==> config.mk <==
export PLATFORM = sky130hd
export DESIGN_NAME = conv_encoder
export DESIGN_NICKNAME = d
export VERILOG_FILES = /design/src/rtl/conv_encoder.sv
export SDC_FILE = /design/constraint.sdc
export NUM_CORES = 1
export LEC_CHECK = 0
export BUFFER_PORTS_ARGS = -buffer_cell sky130_fd_sc_hd__buf_2
export CAP_MARGIN = 20
export CORE_MARGIN = 2
export CORE_UTILIZATION = 57
export CTS_CLUSTER_SIZE = 24
export DETAILED_ROUTE_END_ITERATION = 7
export GPL_ROUTABILITY_DRIVEN = 0
export GPL_TIMING_DRIVEN = 0
export PLACE_DENSITY = 0.83
export SYNTH_ARGS = -nofsm -noshare
export SYNTH_HDL_FRONTEND = slang
export SYNTH_SLANG_ARGS = --single-unit
==> constraint.sdc <==
create_clock -name Clock1 -period 2.3 [get_ports Clock1]
set_clock_uncertainty 0.15 [all_clocks]
set_input_delay 0.23 -clock Clock1 [delete_from_list [all_inputs] [get_ports Clock1]]
set_output_delay 0.23 -clock Clock1 [all_outputs]
set_load 0.03 [all_outputs]
==> src/rtl/conv_encoder.sv <==
// Rate-1/2, K=9 convolutional encoder with framed input and zero-tail termination.
// One registered output symbol is held behind a valid/ready handshake.
module conv_encoder #(
  parameter logic [8:0]  G0       = 9'o561,
  parameter logic [8:0]  G1       = 9'o753,
  parameter int unsigned TAIL_LEN = 8
) (
  input  logic       Clock1,
  input  logic       Reset,
  input  logic       Active,
  input  logic       FrameStart,
  input  logic [7:0] FrameLen,
  input  logic       InBit,
  input  logic       InValid,
  output logic       InReady,
  output logic [1:0] Symbol,
  output logic       SymValid,
  input  logic       SymReady,
  output logic       SymLast,
  output logic       Busy
);

  typedef enum logic [1:0] {IDLE = 2'd0, DATA = 2'd1, TAIL = 2'd2} state_t;

  localparam logic [7:0] TAIL_INIT = TAIL_LEN[7:0];

  state_t     state_reg, state_next;
  logic [7:0] sr_reg, sr_next;
  logic [7:0] data_cnt_reg, data_cnt_next;
  logic [7:0] tail_cnt_reg, tail_cnt_next;
  logic [1:0] symbol_reg, symbol_next;
  logic       sym_valid_reg, sym_valid_next;
  logic       sym_last_reg, sym_last_next;

  logic       out_free;
  logic       accept;
  logic       shift_en;
  logic       shift_bit;
  logic       last_gen;
  logic [8:0] window;
  logic [1:0] parity;

  // The output slot can take a new symbol if it is empty or drains this cycle.
  assign out_free  = ~sym_valid_reg | SymReady;
  assign InReady   = (state_reg == DATA) & Active & out_free;
  assign accept    = InReady & InValid;
  assign shift_en  = accept | ((state_reg == TAIL) & Active & out_free);
  assign shift_bit = (state_reg == DATA) & InBit;
  assign last_gen  = (state_reg == TAIL) & (tail_cnt_reg == 8'd1);
  assign window    = {shift_bit, sr_reg};

  // Symbol[1] uses G0, Symbol[0] uses G1; bit 8 of each generator taps the newest bit.
  generate
    for (genvar gi = 0; gi < 2; gi++) begin : g_parity
      localparam logic [8:0] GEN = (gi == 0) ? G1 : G0;
      assign parity[gi] = ^(GEN & window);
    end
  endgenerate

  // Busy covers the frame until its last symbol has actually left the output slot.
  assign Busy     = (state_reg != IDLE) | sym_last_reg;
  assign Symbol   = symbol_reg;
  assign SymValid = sym_valid_reg;
  assign SymLast  = sym_last_reg;

  always_comb begin
    state_next     = state_reg;
    sr_next        = sr_reg;
    data_cnt_next  = data_cnt_reg;
    tail_cnt_next  = tail_cnt_reg;
    symbol_next    = symbol_reg;
    sym_valid_next = sym_valid_reg;
    sym_last_next  = sym_last_reg;

    if (Active) begin
      case (state_reg)
        IDLE: begin
          if (FrameStart && (FrameLen != 8'd0) && !Busy) begin
            state_next    = DATA;
            data_cnt_next = FrameLen;
          end
        end
        DATA: begin
          if (accept) begin
            data_cnt_next = data_cnt_reg - 8'd1;
            if (data_cnt_reg == 8'd1) begin
              state_next    = TAIL;
              tail_cnt_next = TAIL_INIT;
            end
          end
        end
        TAIL: begin
          if (out_free) begin
            tail_cnt_next = tail_cnt_reg - 8'd1;
            if (tail_cnt_reg == 8'd1) begin
              state_next = IDLE;
            end
          end
        end
        default: state_next = IDLE;
      endcase

      if (shift_en) begin
        sr_next        = last_gen ? 8'd0 : window[8:1];
        symbol_next    = parity;
        sym_valid_next = 1'b1;
        sym_last_next  = last_gen;
      end else if (sym_valid_reg && SymReady) begin
        sym_valid_next = 1'b0;
        sym_last_next  = 1'b0;
      end
    end
  end

  always_ff @(posedge Clock1) begin
    if (!Reset) begin
      state_reg     <= IDLE;
      sr_reg        <= 8'd0;
      data_cnt_reg  <= 8'd0;
      tail_cnt_reg  <= 8'd0;
      symbol_reg    <= 2'd0;
      sym_valid_reg <= 1'b0;
      sym_last_reg  <= 1'b0;
    end else begin
      state_reg     <= state_next;
      sr_reg        <= sr_next;
      data_cnt_reg  <= data_cnt_next;
      tail_cnt_reg  <= tail_cnt_next;
      symbol_reg    <= symbol_next;
      sym_valid_reg <= sym_valid_next;
      sym_last_reg  <= sym_last_next;
    end
  end

endmodule

### Word-level counts from Yosys, hierarchy flattened

Index checks and enable logic that the tools add are counted.

| storage, ports and cells | value |
|---|---|
| register bits after elaboration | 30 |

| operators by class | value |
|---|---|
| mux-type cells | 17 |
| bitwise gates (word level) | 11 |
| reductions and logical operators | 17 |
| equal/unequal tests | 9 |
| add/subtract/negate cells | 2 |

Operator list:

| cell | number |
|---|---|
| 8-bit two-way mux | 6 |
| 8-bit one-hot mux with 2 select lines | 2 |
| 9-bit XOR reduction | 2 |
| 8-bit by 1-bit == test with 1-bit output (second input constant) | 2 |
| 8-bit by 1-bit subtractor with 8-bit output (second input constant) | 2 |
| 2-bit two-way mux | 5 |
| 2-bit nonzero test | 4 |
| 8-bit nonzero test | 1 |
| 1-bit bitwise AND | 7 |
| 2-bit inequality test (second input constant) | 3 |
| 2-bit one-hot mux with 3 select lines | 1 |
| 6-bit AND reduction | 1 |
| 5-bit AND reduction | 1 |
| 2-bit by 1-bit inequality test with 1-bit output (second input constant) | 2 |
| 2-bit AND reduction | 2 |
| 4-bit AND reduction | 1 |
| 1-bit logical AND | 3 |
| 1-bit two-way mux | 3 |
| 1-bit bitwise OR | 3 |
| 2-bit by 1-bit == test with 1-bit output (second input constant) | 1 |
| 2-bit == test (second input constant) | 1 |
| 2-bit logical NOT | 1 |
| 1-bit logical NOT | 1 |
| 1-bit inverter | 1 |

### Logic depth before layout (Yosys ltp)

| depth | value |
|---|---|
| depth in word-level cells | 7 |
| gate-level depth with buffers | 7 |

### Least setup slack after synthesis

OpenSTA, ideal clock, no wires.

| timing path | value |
|---|---|
| kind | register to register |
| from | register sym_last_reg, in the netlist SymLast |
| to | register data_cnt_reg[3] |
| buffers on the path | 1 |
| setup slack | 0.145 ns |
| setup time | 0.128 ns |
| clock period less this slack | 2.155 ns |
| arrival | 1.877 ns |
| stages on the path, launching flop included | 7 |
| cells stage by stage | dfxtp_1 -> or3_1 -> a211oi_2 -> o211ai_1 -> clkbuf_1 -> o211ai_1 -> o21ai_1 |

| on the way | value |
|---|---|
| longest elaborated chain between the ends | 5 |

RTL lines:

| element | RTL line | RTL |
|---|---|---|
| start: declaration | 33 | `logic sym_last_reg, sym_last_next;` |
| start signal: assignment | 131 | `sym_last_reg <= sym_last_next;` |
| 1-bit bitwise OR | 61 | `assign Busy = (state_reg != IDLE) \| sym_last_reg;` |
| named net Busy | 20 | `output logic Busy` |
| 1-bit logical NOT | 78 | `if (FrameStart && (FrameLen != 8'd0) && !Busy) begin` |
| 1-bit logical AND | 78 |  |
| 2-bit inequality test (no line) | -- |  |
| 4-bit AND reduction (no line) | -- |  |
| end signal: assignment | 127 | `data_cnt_reg <= data_cnt_next;` |
| end: declaration | 29 | `logic [7:0] data_cnt_reg, data_cnt_next;` |

The timed path passes the listed nets, and every way through them passes these cells.
A chain may end at the register's enable or synchronous reset.

### Worst setup path in the final report

| timing path | value |
|---|---|
| from | register state_reg[1] |
| to | output port InReady |

| on the way | value |
|---|---|
| longest elaborated chain between the ends | 3 |

RTL lines:

| element | RTL line | RTL |
|---|---|---|
| start: declaration | 27 | `state_t state_reg, state_next;` |
| start signal: assignment | 125 | `state_reg <= state_next;` |
| 2-bit by 1-bit == test with 1-bit output | 45 | `assign InReady = (state_reg == DATA) & Active & out_free;` |
| 1-bit bitwise AND (2 in a row) | 45 |  |
| end: declaration | 15 | `output logic InReady,` |

Every way passes these cells.

==> metrics.cfg <==
[yosys]
syn_nets = 225
synth.yosys.seq_area_share = 0.360
synth_cell_types = 45
postSynthCellCount = 206
async_flop_share = 0
yosysTopAreaCellShare = 0.360
synth_edf_count = 0
synth_area_per_cell_sq_um = 8.10
ys.flop_type = dfxtp_1
synth_top_area_cell = dfxtp_1
ys_warn_count = 0
synthTopCellsByArea = dfxtp_1, nand2_1, a21oi_1, ha_1, nor2b_1
ys_ff_latch = 30
syn_area_sq_um = 1670

[clocking]
numClockSinks = 30
root_buffer = clkbuf_4
cts_buffers = 5
clock_latency_ps = 350
path_clk_slew_ps = 110
cts_tree = built
clk_path_buf_depth = 2
h-tree-depth = 2

[global_routing]
busiest_layer = met2
grt-ovfl-total = 0
grt_pass1_wl_um = 6130
grt_pass1_vias = 1369
grt_start_max_net_pins = 11
grtUsageMet1 = 0.336
use_met2 = 0.344
antenna_found_initial = 0
use_met3 = 0.0670
globalRouteTotalUtil = 0.236

[floorplanning]
fp-row-count = 19
fp.dieW_um = 58.1
die_y_um = 58.1
pin_count = 21
start_util = 0.605
core_area_sq_um = 2760
die_area_sq_um = 3380

[power_and_ir_drop]
powerDensity_nw_per_um2 = 697
p_leak_nw = 0.748
vdd_ir_drop_max_mv = 0.668

[timing]
clock.fmax_ghz = 0.455
setup-violations-final = 0
rsz0062_at_grt = no
finalWorstSetupSlack_ps = 102
tns_ps = 0
period_needed_ps = 2200
final_max_slew_viol_count = 0
max_slew_margin = 0.584
max_slew.worst_pin.slew_ps = 619
period_share = 0.956
hold_viol = 0

[finish]
antenna_cells = 0
drive_above_1_share = 0.150
nets = 251
fill_cells = 253
area_growth_syn_to_layout_pct = 15.1

[outcome]
status = finished clean

[critical_path]
cp_max_fo = 10
worstSetupEndpoint = InReady
worstSetupStartpoint = state_reg[1]$_SDFFE_PN0P_
end_kind = output pin
r2r-start = state_reg[1]$_SDFFE_PN0P_
r2r_end = data_cnt_reg[7]$_SDFFE_PN0P_
cp-start-kind = register
path_class = reg2out
worstPathRequired_ps = 1920
cp.arrival_ps = 1820
reg2reg_depth = 6
r2r_slack_ps = 210

[min_path]
hp-start = Reset
hold_class = in2reg

[routing]
vias_per_cell = 6.07
wirelength_um = 3620
drtIter0Drc = 75
drt-wirelength-per-cell_um = 13.7
drc_errors = 0
drtAntennaViolNets = 0
vias = 1603
dr.pass1.iters = 4

[placement]
port_buffers = 18
hpwl_um = 2520
post-place-ws_ps = 159

[flow_run]
drv_cap = 0

-- Yosys cell counts (2+ instances only) --
master	n
a21boi_1	6
a21o_1	2
a21oi_1	15
clkbuf_1	8
dfxtp_1	30
ha_1	4
inv_1	6
mux2i_1	2
nand2_1	27
nand2b_1	4
nand3_1	8
nand3b_1	3
nor2_1	13
nor2b_1	8
nor3_1	8
nor4_1	4
o211ai_1	4
o21a_1	3
o21ai_0	6
o21ai_1	7
o221a_1	2
o22ai_1	7
or3_1	2
or4_1	2
xnor2_1	5
-- repair_timing --
item,in CTS,in global routing
hold buffers,1,0
hold endpoints to repair,1,0
setup endpoints to repair,1,4
gates resized for setup,1,3
buffers inserted,0,0
-- cells in the final DEF (no fill, tap or decap), types with 3 or more instances in the layout --
master and n:
o22ai_1 7, xnor2_1 5, nor3_1 8, o21ai_0 6, nor2_1 13, nor2b_1 8, clkbuf_4 5, buf_2 19
nand3b_1 3, dfxtp_1 30, nand2b_1 4, ha_1 4, nand3_1 8, a21oi_1 15, nand2_1 27, o21ai_1 7
clkbuf_1 6, o211ai_1 4, o21a_1 3, a21boi_1 6, nor4_1 4, inv_1 6
-- routing by layer --
layer  vias to the layer above  wire (um)
met3                         6        200
met4                         0         45
met1                       759       1770
met2                        40       1610
met5                         -          0
li1                        798          -
-- worst min path at each step --
stage,cells past startpoint,end
global route,4,data_cnt_reg[5]$_SDFFE_PN0P_
floorplan,2,sr_reg[7]$_SDFFE_PN0P_
detailed placement,1,tail_cnt_reg[6]$_SDFFE_PN0P_
global placement,1,tail_cnt_reg[6]$_SDFFE_PN0P_
CTS,3,tail_cnt_reg[7]$_SDFFE_PN0P_
finish,3,tail_cnt_reg[7]$_SDFFE_PN0P_
-- metrics by stage --
step | hold slack, ps | power [mW] | util | instances | cell area [sq um]
2_1_floorplan | 226 | 0.722 | - | 206 | 1670
4_1_cts | 74.3 | 1.34 | 0.696 | 264 | 1920
5_1_grt | 95.6 | 1.39 | 0.697 | 264 | 1920
3_3_place_gp | 324 | 0.774 | 0.652 | 255 | 1800
6_report | 76.4 | 1.34 | 0.697 | 264 | 1920
3_5_place_dp | 324 | 0.776 | 0.652 | 255 | 1800
-- kinds of logic after synthesis --
logic type	Yosys count	synth area share
AND/OR/NAND/NOR	88	0.277
AO/OA/AOI/OAI	60	0.244
flip-flops	30	0.360
buffers and inverters	16	0.0367
XOR/XNOR	6	0.0397
adder cells (fa/ha/maj)	4	0.0300
multiplexers	2	0.0120
-- where the power goes --
group          switching, mW  leakage, nW  internal, mW  total, mW
sequential            0.0210        0.243         0.537      0.559
combinational          0.131        0.446        0.0835      0.214
clock                  0.200       0.0585         0.368      0.568
total                  0.351        0.748         0.989       1.34
-- critical path, cell delays in order (launching register included) --
cell and delay [ps]:
dfxtp_1 470, nand2b_1 140, clkbuf_1 290, buf_2 310
nor2_1 80, buf_2 180
-- cell type report --
type,count,area [sq um],area share
buffer,9,37.5,0.0195
clock buffer,6,51.3,0.0267
clock inverter,2,60.1,0.0313
inverter,7,26.3,0.0137
multi-input combinational,160,1010,0.524
sequential,30,601,0.313
tap,31,38.8,0.0202
timing repair buffer,19,100,0.0521
No activity file was read; power rests on OpenSTA's default activity.
